## src/rtl/gpc_4t_c2f_arb_if.sv

```systemverilog
// rtl/gpc_4t_c2f_arb_if.sv - C2F fabric request/response channel between the arbiter and the fabric
interface gpc_4t_c2f_arb_if #(
    parameter int TID_W  = 2,
    parameter int ADDR_W = 32,
    parameter int DATA_W = 32
);
    logic              C2F_ReqValidQ500H;
    logic [1:0]        C2F_ReqOpcodeQ500H;
    logic [TID_W-1:0]  C2F_ReqThreadIDQ500H;
    logic [ADDR_W-1:0] C2F_ReqAddressQ500H;
    logic [DATA_W-1:0] C2F_ReqDataQ500H;
    logic              C2F_RspStall;
    logic              C2F_RspValidQ502H;
    logic [1:0]        C2F_RspOpcodeQ502H;
    logic [TID_W-1:0]  C2F_RspThreadIDQ502H;
    logic [DATA_W-1:0] C2F_RspDataQ502H;

    modport master (
        output C2F_ReqValidQ500H, C2F_ReqOpcodeQ500H, C2F_ReqThreadIDQ500H,
               C2F_ReqAddressQ500H, C2F_ReqDataQ500H,
        input  C2F_RspStall, C2F_RspValidQ502H, C2F_RspOpcodeQ502H,
               C2F_RspThreadIDQ502H, C2F_RspDataQ502H
    );

    modport slave (
        input  C2F_ReqValidQ500H, C2F_ReqOpcodeQ500H, C2F_ReqThreadIDQ500H,
               C2F_ReqAddressQ500H, C2F_ReqDataQ500H,
        output C2F_RspStall, C2F_RspValidQ502H, C2F_RspOpcodeQ502H,
               C2F_RspThreadIDQ502H, C2F_RspDataQ502H
    );
endinterface

```

## src/rtl/gpc_4t_c2f_arb.sv

```systemverilog
// rtl/gpc_4t_c2f_arb.sv - 4-thread C2F request arbiter and outstanding-read tracker
module gpc_4t_c2f_arb #(
    parameter int NUM_THR     = 4,
    parameter int ADDR_W      = 32,
    parameter int DATA_W      = 32,
    parameter int TIMEOUT_CYC = 1024
) (
    input  logic                      QClk,
    input  logic                      RstQnnnL,
    input  logic [NUM_THR-1:0]        ThrReqValid,
    input  logic [2*NUM_THR-1:0]      ThrReqOpcode,
    input  logic [ADDR_W*NUM_THR-1:0] ThrReqAddress,
    input  logic [DATA_W*NUM_THR-1:0] ThrReqData,
    output logic [NUM_THR-1:0]        ThrReqReady,
    gpc_4t_c2f_arb_if.master          c2f,
    output logic [NUM_THR-1:0]        ThrRspValid,
    output logic [DATA_W-1:0]         ThrRspData,
    output logic [NUM_THR-1:0]        ThrOutstanding,
    output logic [NUM_THR-1:0]        TimeoutErr,
    output logic                      SpuriousRsp
);
    localparam int TID_W = $clog2(NUM_THR);
    localparam int CNT_W = $clog2(TIMEOUT_CYC);
    localparam logic [CNT_W-1:0] CNT_MAX = CNT_W'(TIMEOUT_CYC - 1);
    localparam logic [1:0] OPC_RD = 2'b01;
    localparam logic [1:0] OPC_WR = 2'b10;

    // Per-thread request slots
    logic [NUM_THR-1:0] pend_q, pend_d;
    logic [1:0]         slot_opc_q  [NUM_THR];
    logic [1:0]         slot_opc_d  [NUM_THR];
    logic [ADDR_W-1:0]  slot_addr_q [NUM_THR];
    logic [ADDR_W-1:0]  slot_addr_d [NUM_THR];
    logic [DATA_W-1:0]  slot_data_q [NUM_THR];
    logic [DATA_W-1:0]  slot_data_d [NUM_THR];

    // Outstanding-read tracking and error flags
    logic [NUM_THR-1:0] outst_q, outst_d;
    logic [CNT_W-1:0]   cnt_q [NUM_THR];
    logic [CNT_W-1:0]   cnt_d [NUM_THR];
    logic [NUM_THR-1:0] terr_q, terr_d;
    logic               spur_q, spur_d;

    // Round-robin pointer and fabric output register
    logic [TID_W-1:0]   ptr_q, ptr_d;
    logic               req_valid_q, req_valid_d;
    logic [1:0]         req_opc_q, req_opc_d;
    logic [TID_W-1:0]   req_tid_q, req_tid_d;
    logic [ADDR_W-1:0]  req_addr_q, req_addr_d;
    logic [DATA_W-1:0]  req_data_q, req_data_d;

    // Registered read-return to the threads
    logic [NUM_THR-1:0] rsp_valid_q, rsp_valid_d;
    logic [DATA_W-1:0]  rsp_data_q, rsp_data_d;

    logic               out_free;
    logic               gnt_found;
    logic [TID_W-1:0]   gnt_idx;
    logic [TID_W-1:0]   scan_idx;
    logic [1:0]         gnt_opc;
    logic               rsp_hit;

    assign ThrReqReady = ~pend_q & ~outst_q;
    assign out_free    = ~req_valid_q | ~c2f.C2F_RspStall;
    assign gnt_opc     = slot_opc_q[gnt_idx];
    assign rsp_hit     = c2f.C2F_RspValidQ502H & outst_q[c2f.C2F_RspThreadIDQ502H]
                       & (c2f.C2F_RspOpcodeQ502H == OPC_RD);

    // Find the first pending thread at or after the round-robin pointer
    always_comb begin
        gnt_found = 1'b0;
        gnt_idx   = '0;
        scan_idx  = '0;
        for (int i = 0; i < NUM_THR; i++) begin
            scan_idx = TID_W'((int'(ptr_q) + i) % NUM_THR);
            if (!gnt_found && pend_q[scan_idx]) begin
                gnt_found = 1'b1;
                gnt_idx   = scan_idx;
            end
        end
    end

    // Next-state: response routing, timeout counting, grant and slot accept
    always_comb begin
        pend_d      = pend_q;
        slot_opc_d  = slot_opc_q;
        slot_addr_d = slot_addr_q;
        slot_data_d = slot_data_q;
        outst_d     = outst_q;
        cnt_d       = cnt_q;
        terr_d      = terr_q;
        spur_d      = spur_q;
        ptr_d       = ptr_q;
        req_valid_d = req_valid_q;
        req_opc_d   = req_opc_q;
        req_tid_d   = req_tid_q;
        req_addr_d  = req_addr_q;
        req_data_d  = req_data_q;
        rsp_valid_d = '0;
        rsp_data_d  = rsp_data_q;

        // A response only counts if its thread really has a read in flight
        if (c2f.C2F_RspValidQ502H) begin
            if (rsp_hit) begin
                rsp_valid_d[c2f.C2F_RspThreadIDQ502H] = 1'b1;
                rsp_data_d                            = c2f.C2F_RspDataQ502H;
                outst_d[c2f.C2F_RspThreadIDQ502H]     = 1'b0;
            end else begin
                spur_d = 1'b1;
            end
        end

        // Error fires on the cycle after the counter has sat at its limit,
        // so the read has been visible as outstanding for TIMEOUT_CYC cycles
        for (int t = 0; t < NUM_THR; t++) begin
            if (outst_q[t]) begin
                if (cnt_q[t] == CNT_MAX) begin
                    terr_d[t] = 1'b1;
                end else begin
                    cnt_d[t] = cnt_q[t] + CNT_W'(1);
                end
            end
        end

        // Illegal opcodes consume their grant turn but never reach the fabric
        if (out_free) begin
            req_valid_d = 1'b0;
            if (gnt_found) begin
                pend_d[gnt_idx] = 1'b0;
                ptr_d           = TID_W'((int'(gnt_idx) + 1) % NUM_THR);
                if (gnt_opc == OPC_RD || gnt_opc == OPC_WR) begin
                    req_valid_d = 1'b1;
                    req_opc_d   = gnt_opc;
                    req_tid_d   = gnt_idx;
                    req_addr_d  = slot_addr_q[gnt_idx];
                    req_data_d  = slot_data_q[gnt_idx];
                    if (gnt_opc == OPC_RD) begin
                        outst_d[gnt_idx] = 1'b1;
                        cnt_d[gnt_idx]   = '0;
                    end
                end
            end
        end

        // Ready is taken from pre-edge state, so a slot freed this cycle cannot refill yet
        for (int t = 0; t < NUM_THR; t++) begin
            if (ThrReqValid[t] && ThrReqReady[t]) begin
                pend_d[t]      = 1'b1;
                slot_opc_d[t]  = ThrReqOpcode[2*t +: 2];
                slot_addr_d[t] = ThrReqAddress[ADDR_W*t +: ADDR_W];
                slot_data_d[t] = ThrReqData[DATA_W*t +: DATA_W];
            end
        end
    end

    // State register with asynchronous clear
    always_ff @(posedge QClk or negedge RstQnnnL) begin
        if (!RstQnnnL) begin
            pend_q      <= '0;
            slot_opc_q  <= '{default: '0};
            slot_addr_q <= '{default: '0};
            slot_data_q <= '{default: '0};
            outst_q     <= '0;
            cnt_q       <= '{default: '0};
            terr_q      <= '0;
            spur_q      <= 1'b0;
            ptr_q       <= '0;
            req_valid_q <= 1'b0;
            req_opc_q   <= '0;
            req_tid_q   <= '0;
            req_addr_q  <= '0;
            req_data_q  <= '0;
            rsp_valid_q <= '0;
            rsp_data_q  <= '0;
        end else begin
            pend_q      <= pend_d;
            slot_opc_q  <= slot_opc_d;
            slot_addr_q <= slot_addr_d;
            slot_data_q <= slot_data_d;
            outst_q     <= outst_d;
            cnt_q       <= cnt_d;
            terr_q      <= terr_d;
            spur_q      <= spur_d;
            ptr_q       <= ptr_d;
            req_valid_q <= req_valid_d;
            req_opc_q   <= req_opc_d;
            req_tid_q   <= req_tid_d;
            req_addr_q  <= req_addr_d;
            req_data_q  <= req_data_d;
            rsp_valid_q <= rsp_valid_d;
            rsp_data_q  <= rsp_data_d;
        end
    end

    assign c2f.C2F_ReqValidQ500H    = req_valid_q;
    assign c2f.C2F_ReqOpcodeQ500H   = req_opc_q;
    assign c2f.C2F_ReqThreadIDQ500H = req_tid_q;
    assign c2f.C2F_ReqAddressQ500H  = req_addr_q;
    assign c2f.C2F_ReqDataQ500H     = req_data_q;
    assign ThrRspValid              = rsp_valid_q;
    assign ThrRspData               = rsp_data_q;
    assign ThrOutstanding           = outst_q;
    assign TimeoutErr               = terr_q;
    assign SpuriousRsp              = spur_q;
endmodule

```

## src/flat_wrapper.sv

```systemverilog
// flat-port wrapper written by rule: the top's interface ports become plain ports
module gpc_4t_c2f_arb_flat 
#(
    parameter int NUM_THR     = 4,
    parameter int ADDR_W      = 32,
    parameter int DATA_W      = 32,
    parameter int TIMEOUT_CYC = 1024
)
  (QClk, RstQnnnL, ThrReqValid, ThrReqOpcode, ThrReqAddress, ThrReqData, ThrReqReady, ThrRspValid, ThrRspData, ThrOutstanding, TimeoutErr, SpuriousRsp, c2f_C2F_ReqValidQ500H, c2f_C2F_ReqOpcodeQ500H, c2f_C2F_ReqThreadIDQ500H, c2f_C2F_ReqAddressQ500H, c2f_C2F_ReqDataQ500H, c2f_C2F_RspStall, c2f_C2F_RspValidQ502H, c2f_C2F_RspOpcodeQ502H, c2f_C2F_RspThreadIDQ502H, c2f_C2F_RspDataQ502H);
  gpc_4t_c2f_arb_if #(.TID_W(2), .ADDR_W(ADDR_W), .DATA_W(DATA_W)) c2f_i ();
  input  logic QClk;
  input  logic RstQnnnL;
  input  logic [NUM_THR-1:0] ThrReqValid;
  input  logic [2*NUM_THR-1:0] ThrReqOpcode;
  input  logic [ADDR_W*NUM_THR-1:0] ThrReqAddress;
  input  logic [DATA_W*NUM_THR-1:0] ThrReqData;
  output logic [NUM_THR-1:0] ThrReqReady;
  output logic [NUM_THR-1:0] ThrRspValid;
  output logic [DATA_W-1:0] ThrRspData;
  output logic [NUM_THR-1:0] ThrOutstanding;
  output logic [NUM_THR-1:0] TimeoutErr;
  output logic SpuriousRsp;
  output wire logic [$bits(c2f_i.C2F_ReqValidQ500H)-1:0] c2f_C2F_ReqValidQ500H;
  output wire logic [$bits(c2f_i.C2F_ReqOpcodeQ500H)-1:0] c2f_C2F_ReqOpcodeQ500H;
  output wire logic [$bits(c2f_i.C2F_ReqThreadIDQ500H)-1:0] c2f_C2F_ReqThreadIDQ500H;
  output wire logic [$bits(c2f_i.C2F_ReqAddressQ500H)-1:0] c2f_C2F_ReqAddressQ500H;
  output wire logic [$bits(c2f_i.C2F_ReqDataQ500H)-1:0] c2f_C2F_ReqDataQ500H;
  input wire logic [$bits(c2f_i.C2F_RspStall)-1:0] c2f_C2F_RspStall;
  input wire logic [$bits(c2f_i.C2F_RspValidQ502H)-1:0] c2f_C2F_RspValidQ502H;
  input wire logic [$bits(c2f_i.C2F_RspOpcodeQ502H)-1:0] c2f_C2F_RspOpcodeQ502H;
  input wire logic [$bits(c2f_i.C2F_RspThreadIDQ502H)-1:0] c2f_C2F_RspThreadIDQ502H;
  input wire logic [$bits(c2f_i.C2F_RspDataQ502H)-1:0] c2f_C2F_RspDataQ502H;
  assign c2f_C2F_ReqValidQ500H = c2f_i.C2F_ReqValidQ500H;
  assign c2f_C2F_ReqOpcodeQ500H = c2f_i.C2F_ReqOpcodeQ500H;
  assign c2f_C2F_ReqThreadIDQ500H = c2f_i.C2F_ReqThreadIDQ500H;
  assign c2f_C2F_ReqAddressQ500H = c2f_i.C2F_ReqAddressQ500H;
  assign c2f_C2F_ReqDataQ500H = c2f_i.C2F_ReqDataQ500H;
  assign c2f_i.C2F_RspStall = c2f_C2F_RspStall;
  assign c2f_i.C2F_RspValidQ502H = c2f_C2F_RspValidQ502H;
  assign c2f_i.C2F_RspOpcodeQ502H = c2f_C2F_RspOpcodeQ502H;
  assign c2f_i.C2F_RspThreadIDQ502H = c2f_C2F_RspThreadIDQ502H;
  assign c2f_i.C2F_RspDataQ502H = c2f_C2F_RspDataQ502H;
  gpc_4t_c2f_arb #(.NUM_THR(NUM_THR), .ADDR_W(ADDR_W), .DATA_W(DATA_W), .TIMEOUT_CYC(TIMEOUT_CYC)) u_core (.QClk(QClk), .RstQnnnL(RstQnnnL), .ThrReqValid(ThrReqValid), .ThrReqOpcode(ThrReqOpcode), .ThrReqAddress(ThrReqAddress), .ThrReqData(ThrReqData), .ThrReqReady(ThrReqReady), .c2f(c2f_i), .ThrRspValid(ThrRspValid), .ThrRspData(ThrRspData), .ThrOutstanding(ThrOutstanding), .TimeoutErr(TimeoutErr), .SpuriousRsp(SpuriousRsp));
endmodule
```

## config.mk

```make
export PLATFORM = sky130hd
export DESIGN_NAME = gpc_4t_c2f_arb_flat
export DESIGN_NICKNAME = d
export VERILOG_FILES = /design/src/rtl/gpc_4t_c2f_arb_if.sv /design/src/rtl/gpc_4t_c2f_arb.sv /design/src/flat_wrapper.sv
export SDC_FILE = /design/constraint.sdc
export NUM_CORES = 1
export LEC_CHECK = 0
export ABC_CLOCK_PERIOD_IN_PS = 4800
export BUFFER_PORTS_ARGS = -buffer_cell sky130_fd_sc_hd__buf_2
export CAP_MARGIN = 20
export CORE_ASPECT_RATIO = 1.4
export CORE_MARGIN = 2
export CORE_UTILIZATION = 40
export DETAILED_ROUTE_END_ITERATION = 8
export SYNTH_ARGS = -nofsm -noshare
export SYNTH_HDL_FRONTEND = slang
export SYNTH_SLANG_ARGS = --single-unit
```

## constraint.sdc

```tcl
create_clock -name QClk -period 4.8 [get_ports QClk]
set_clock_uncertainty 0.1 [all_clocks]
set_input_delay 0.48 -clock QClk [delete_from_list [all_inputs] [get_ports QClk]]
set_output_delay 0.48 -clock QClk [all_outputs]
set_load 0.03 [all_outputs]
```

# Word-level counts from Yosys, hierarchy flattened
# Cells that the tools add are included.
# word_totals
input_bits	308
register_bits	424
# op_classes
add_sub_neg	8
reduce_logical	34
eq_ne	7
n_bitwise	17
order_cmp	10
mux	61
# op_table
cell	count
40-bit two-way mux	4
32-bit binary-select mux with 2-bit select	2
32-bit two-way mux	4
10-bit two-way mux	9
10-bit by 1-bit adder with 10-bit output (second input constant)	4
40-bit bitwise AND	1
10-bit == test (second input constant)	4
4-bit two-way mux	10
40-bit inverter	1
2-bit AND reduction	11
10-bit demux with 2-bit select	1
2-bit by 3-bit less-than comparator with 1-bit output (second input constant)	6
1-bit two-way mux	17
4-bit inverter	4
2-bit nonzero test	8
4-bit bitwise AND	3
2-bit two-way mux	6
1-bit binary-select mux with 2-bit select	5
1-bit logical AND	10
2-bit by 1-bit adder with 2-bit output (second input constant)	2
2-bit adder (second input constant)	2
2-bit binary-select mux with 2-bit select	1
1-bit demux with 2-bit select	2
2-bit by 1-bit == test with 1-bit output (second input constant)	2
12 further kinds	18

# Depth between registers and ports, before layout
# logic_depth
depth_word	23
mapped_depth	14
mapped_depth_nobuf	9

# Least setup slack after synthesis
# No wires, ideal clock.
# synth_path
kind	register to register
startpoint	reg u_core.ptr_q[1]
endpoint	reg u_core.req_addr_q[31], in the netlist u_core.c2f.C2F_ReqAddressQ500H[31]
arrival_ns	2.780
path_buffers	4
synth_period_minus_slack_ns	2.957
path_slack_ns	1.843
setup_time_ns	0.077
stages_incl_launch_ff	14
cell_sequence	dfrtp_1 -> nand2b_1 -> a21o_1 -> and3_1 -> clkbuf_1 -> buf_2 -> a222oi_1 -> nand2_1 -> ha_1 -> nor3_1 -> buf_2 -> clkbuf_1 -> nor2_1 -> a21oi_1
# synth_via
elab_chain_len	19
elab_cells_between_ends	36
# synth_rtl
element	line	source
from (decl)	gpc_4t_c2f_arb.sv:45	logic [TID_W-1:0] ptr_q, ptr_d;
from (signal assigned)	gpc_4t_c2f_arb.sv:184	ptr_q <= ptr_d;
branches (longest 11 deep; another with 2-bit by 1-bit adder with 2-bit output)	--	
2-bit two-way mux (*)	gpc_4t_c2f_arb.sv:76	if (!gnt_found && pend_q[scan_idx]) begin
2-bit inverter with 3-bit output (implied by the code) (*)	gpc_4t_c2f_arb.sv:65	assign gnt_opc = slot_opc_q[gnt_idx];
2-bit binary-select mux with 2-bit select (*)	gpc_4t_c2f_arb.sv:65	
2-bit two-way mux (implied by the code) (*) (2 in series)	gpc_4t_c2f_arb.sv:65	
via u_core.gnt_opc[0]	gpc_4t_c2f_arb.sv:60	logic [1:0] gnt_opc;
2-bit by 1-bit == test with 1-bit output or 2-bit == test (tied branches)	gpc_4t_c2f_arb.sv:131	if (gnt_opc == OPC_RD || gnt_opc == OPC_WR) begin
1-bit logical OR (*)	gpc_4t_c2f_arb.sv:131	
3-bit AND reduction (no source line) (*)	--	
to (signal assigned)	gpc_4t_c2f_arb.sv:188	req_addr_q <= req_addr_d;
to (decl)	gpc_4t_c2f_arb.sv:49	logic [ADDR_W-1:0] req_addr_q, req_addr_d;
# Mark *: on every way through the listed nets, which the timed path passes. The select of a mux whose other input is x is not followed.
# A chain may end at the register's enable or synchronous reset.

# Final worst setup path
# layout_path
startpoint	reg u_core.pend_q[0]
endpoint	reg u_core.req_data_q[12], in the netlist u_core.c2f.C2F_ReqDataQ500H[12]
# layout_via
elab_chain_len	19
elab_cells_between_ends	33
# layout_rtl
element	line	source
from (decl)	gpc_4t_c2f_arb.sv:29	logic [NUM_THR-1:0] pend_q, pend_d;
from (signal assigned)	gpc_4t_c2f_arb.sv:176	pend_q <= pend_d;
1-bit binary-select mux with 2-bit select	gpc_4t_c2f_arb.sv:76	
1-bit two-way mux (implied by the code)	gpc_4t_c2f_arb.sv:76	
1-bit two-way mux	gpc_4t_c2f_arb.sv:76	
1-bit logical NOT	gpc_4t_c2f_arb.sv:76	
1-bit logical AND	gpc_4t_c2f_arb.sv:76	
1-bit two-way mux	gpc_4t_c2f_arb.sv:76	
1-bit logical NOT	gpc_4t_c2f_arb.sv:76	
1-bit logical AND	gpc_4t_c2f_arb.sv:76	
[... 2 more ...]	--	
1-bit logical AND	gpc_4t_c2f_arb.sv:76	
2-bit two-way mux	gpc_4t_c2f_arb.sv:76	
2-bit inverter with 3-bit output (implied by the code)	gpc_4t_c2f_arb.sv:65, gpc_4t_c2f_arb.sv:136	
2-bit binary-select mux with 2-bit select	gpc_4t_c2f_arb.sv:65	
2-bit two-way mux (implied by the code) (2 in series)	gpc_4t_c2f_arb.sv:65	
2-bit by 1-bit == test with 1-bit output or 2-bit == test (tied branches)	gpc_4t_c2f_arb.sv:131	
1-bit logical OR	gpc_4t_c2f_arb.sv:131	
3-bit AND reduction (no source line)	--	
to (signal assigned)	gpc_4t_c2f_arb.sv:189	req_data_q <= req_data_d;
to (decl)	gpc_4t_c2f_arb.sv:50	logic [DATA_W-1:0] req_data_q, req_data_d;
# Several ways; a longest one is shown, not always the timed one. The select of a mux whose other input is x is not followed.

==> impl_metrics.json <==
{
  "drive_above_1_share": 0.4637,
  "synth_top_area_frac": 0.6010,
  "yosys.area.top_type": "dfrtp_1",
  "antenna_found_initial": 18,
  "io_buffer_count": 425,
  "cp_max_fo": 38,
  "fin_nets": 2060,
  "grt_start_max_net_pins": 134,
  "worstMarginPinSlew_ps": 1058,
  "floorplan.initialDensity": 0.4027,
  "fin_util": 0.4955,
  "min_period_ps": 3795,
  "drt_iter0_drc": 889,
  "core_area_mm2": 0.04384,
  "tns_ps": 0,
  "peakVddDrop_v": 0.0005707,
  "synthFlopType": "dfrtp_1",
  "wl_per_cell_um": 21.36,
  "cts_tree": "done",
  "synthToLayoutAreaGrowth_pct": 23.03,
  "startpoint_type": "flop",
  "synth_area_leaders": "dfrtp_1 60%, mux2_2 19%, a21oi_1 4.1%, a222oi_1 3.7%, nor2_1 2.5%",
  "holdPathEnd": "u_core.slot_addr_q[114]$_DFFE_PN0P_",
  "reg2reg_slack_ps": 1000,
  "synth_nets": 1666,
  "synthDistinctLibCells": 52,
  "min_path_cells": 2,
  "dp_hpwl_mm": 32.93,
  "fmax_ghz": 0.2635,
  "synth-edff-count": 0,
  "grt_use_total": 0.2155,
  "first_global_vias": 13260,
  "drc": 0,
  "grt_use_met1": 0.2615,
  "power.density_mw_per_mm2": 844.6,
  "routed_wirelength_mm": 50.06,
  "path_cells": "nor2b_1 > o311ai_1 > and2_2 > a221o_1 > ha_1 > or3_2 > buf_12 > a21oi_1 > a21oi_1",
  "p_leak_uw": 0.009821,
  "cts_resized": 0,
  "r2r-end": "u_core.c2f.C2F_ReqDataQ500H[12]$_DFFE_PN0P_",
  "pin_count": 426,
  "gp_congestion": 0.8131,
  "critPathArrivalTime_ps": 4100,
  "clkTransAtPathRegs_ps": 60,
  "cp-end-kind": "flop",
  "reg2reg_depth": 9,
  "slew_viol_final": 0,
  "cts.sinks": 424,
  "met3_usage": 0.05533,
  "hold_viol_final": 0,
  "globalRouteOverflowTotal": 0,
  "num_vias": 12690,
  "antenna_left": 0,
  "netlist_area_mm2": 0.01765,
  "rsz0062_at_grt": "false",
  "clock-root-buffer": "clkbuf_16",
  "min_path_type": "input port to flop",
  "insertion_delay_ps": 540,
  "async_flop_share": 1.000,
  "syn_avg_cell_area_um2": 13.05,
  "slowest_stage": "or3_2",
  "path_class": "flop to flop",
  "synthCells": 1353,
  "die_x_um": 181.6,
  "crit_path_frequent_cell": "a21oi_1",
  "top_usage_layer": "met2",
  "cts_buffer_depth": 3,
  "timing.rr.start": "u_core.pend_q[0]$_DFFE_PN0P_",
  "crit_path_max_incr_delay_ps": 860,
  "drv_cap": 0,
  "seq_area_frac_synth": 0.6010,
  "htreeDepth": 2,
  "setup_viol": 0,
  "met2_usage": 0.3741,
  "grt_pass1_wl_mm": 77.02,
  "via_per_inst": 5.415,
  "ys_ff_latch": 424,
  "die_h_um": 252.6,
  "drt-pass1-iter-count": 8,
  "max_slew_margin": 0.2948,
  "period_share": 0.7906,
  "status": "complete, no violations",
  "min_from": "ThrReqAddress[18]",
  "cts_setup_buffers": 0,
  "numCtsBuffers": 44,
  "row_count": 91,
  "yosys_warnings": 0,
  "cp.required_ps": 5100,
  "dieArea_mm2": 0.04586
}
[final cells by class]
class / instances / area (um2)
fill: 3959 / 22120
sequential: 424 / 10610
multi-input combinational: 821 / 6470
timing repair buffer: 443 / 2337
clock buffer: 62 / 1310
tap: 558 / 698.2
clock inverter: 14 / 226.5
inverter: 13 / 48.80
antenna: 8 / 20.02
[layer usage]
metal  share of wire  routed length (um)  up-vias
met5          0.0022                 109        -
met2            0.51               25550      446
met1            0.39               19490     6413
met3           0.070                3523       89
met4           0.028                1383       18
li1                -                   -     5721
[worst max-delay path: cells and delay by family, from the launching register on]
kind	cells	cell delay [ps]
compound gates	4	760
fa+ha+maj	1	340
buf+inv	1	330
flops	1	560
simple gates	3	1510
[what timing repair did]
item,4_1_cts,5_1_grt
hold buffers,1,0
endpoints found under the hold margin,59,0
endpoints found under the setup margin,0,0
[state kept, by name, indices dropped and copies added, names as in the netlist, 2 cells and up]
| signal | cells |
|---|---|
| u_core.ThrOutstanding | 4 |
| u_core.ThrRspData | 32 |
| u_core.ThrRspValid | 4 |
| u_core.TimeoutErr | 4 |
| u_core.c2f.C2F_ReqAddressQ500H | 32 |
| u_core.c2f.C2F_ReqDataQ500H | 32 |
| u_core.c2f.C2F_ReqOpcodeQ500H | 2 |
| u_core.c2f.C2F_ReqThreadIDQ500H | 2 |
| u_core.cnt_q | 40 |
| u_core.pend_q | 4 |
| u_core.ptr_q | 2 |
| u_core.slot_addr_q | 128 |
| u_core.slot_data_q | 128 |
| u_core.slot_opc_q | 8 |
[power by group]
group | total, uW | internal, uW | switching [uW]
registers | 6630 | 5480 | 1150
logic | 8100 | 3270 | 4830
clock network | 3620 | 2220 | 1400
total | 18300 | 11000 | 7380
[per-stage QoR]
stage	power (uW)	worst slack, ps	hold slack, ps	instances	area (um2)
2_1_floorplan	12340	1843	84.41	1353	17650
3_3_place_gp	14580	1065	350.0	2257	20130
3_5_place_dp	14850	1015	340.8	2257	20130
4_1_cts	18550	997.0	24.78	2334	21680
5_1_grt	19580	687.5	41.62	2343	21720
6_report	18350	1005	64.57	2343	21720
[placed cells by master (no fill, tap or decap), types with 2 or more instances in the layout]
master,synthesis,layout
clkbuf_8,0,12
xor2_1,11,11
mux2i_1,7,7
buf_12,5,5
diode_2,0,8
nor3b_1,4,4
o21bai_1,6,6
bufinv_16,0,6
or2_2,4,4
a211oi_1,3,3
nor2_1,118,118
nand4_1,5,5
clkbuf_16,0,45
a21o_1,3,3
nor2b_1,3,3
and4_1,3,3
clkinv_2,0,6
nor3_1,14,13
a21oi_1,144,144
ha_1,5,5
and2_4,0,4
inv_1,13,13
or4_1,2,2
buf_2,49,424
a31oi_1,4,4
a311oi_1,2,2
nor4_1,2,2
nand2_1,33,33
dfrtp_1,424,424
and3_1,8,7
mux2_2,294,294
nand2b_1,10,10
clkbuf_1,23,5
xnor2_1,8,8
and2_1,10,5
o21ai_0,11,11
buf_4,17,12
nand3_1,22,22
or3_1,3,2
a222oi_1,65,65
[cell usage after synthesis (all sizes together) (2+ instances only)]
cell and number:
or3 3, nor2b 3, buf 72, xnor2 8, nand2b 10, and3 8
nor2 118, inv 13, a211oi 3, xor2 11, nand2 33, dfrtp 424
a21o 3, nand3 22, a31oi 4, nor3b 4, o21ai 12, mux2i 7
clkbuf 23, a311oi 2, nor4 2, and4 3, or4 2, o21bai 6
nor3 14, a21oi 144, and2 10, nand4 5, ha 5, or2 4
a222oi 65, mux2 294
[how the worst max path moves through the flow]
stage	slack [ps]	end	start
finish	1000	u_core.c2f.C2F_ReqDataQ500H[12]$_DFFE_PN0P_	u_core.pend_q[0]$_DFFE_PN0P_
global route	690	u_core.c2f.C2F_ReqDataQ500H[27]$_DFFE_PN0P_	u_core.pend_q[0]$_DFFE_PN0P_
CTS	1000	u_core.c2f.C2F_ReqAddressQ500H[4]$_DFFE_PN0P_	u_core.pend_q[0]$_DFFE_PN0P_
detailed placement	1020	u_core.c2f.C2F_ReqAddressQ500H[4]$_DFFE_PN0P_	u_core.pend_q[0]$_DFFE_PN0P_
global placement	1070	u_core.c2f.C2F_ReqDataQ500H[13]$_DFFE_PN0P_	u_core.pend_q[0]$_DFFE_PN0P_
floorplan	1840	u_core.c2f.C2F_ReqAddressQ500H[31]$_DFFE_PN0P_	u_core.ptr_q[1]$_DFFE_PN0P_
[logic make-up (layout without fill, tap and decap cells)]
group           Yosys count  in the layout  synth area share
flops                   424            424            0.6010
buf+inv                 108            532           0.03466
simple gates            244            244           0.06379
other cells               0              8                 0
compound gates          251            251           0.09483
fa+ha+maj                 5              5          0.003544
xor+xnor                 19             19          0.009426
mux                     302            302            0.1928
Power figures use the tool's default switching activity.
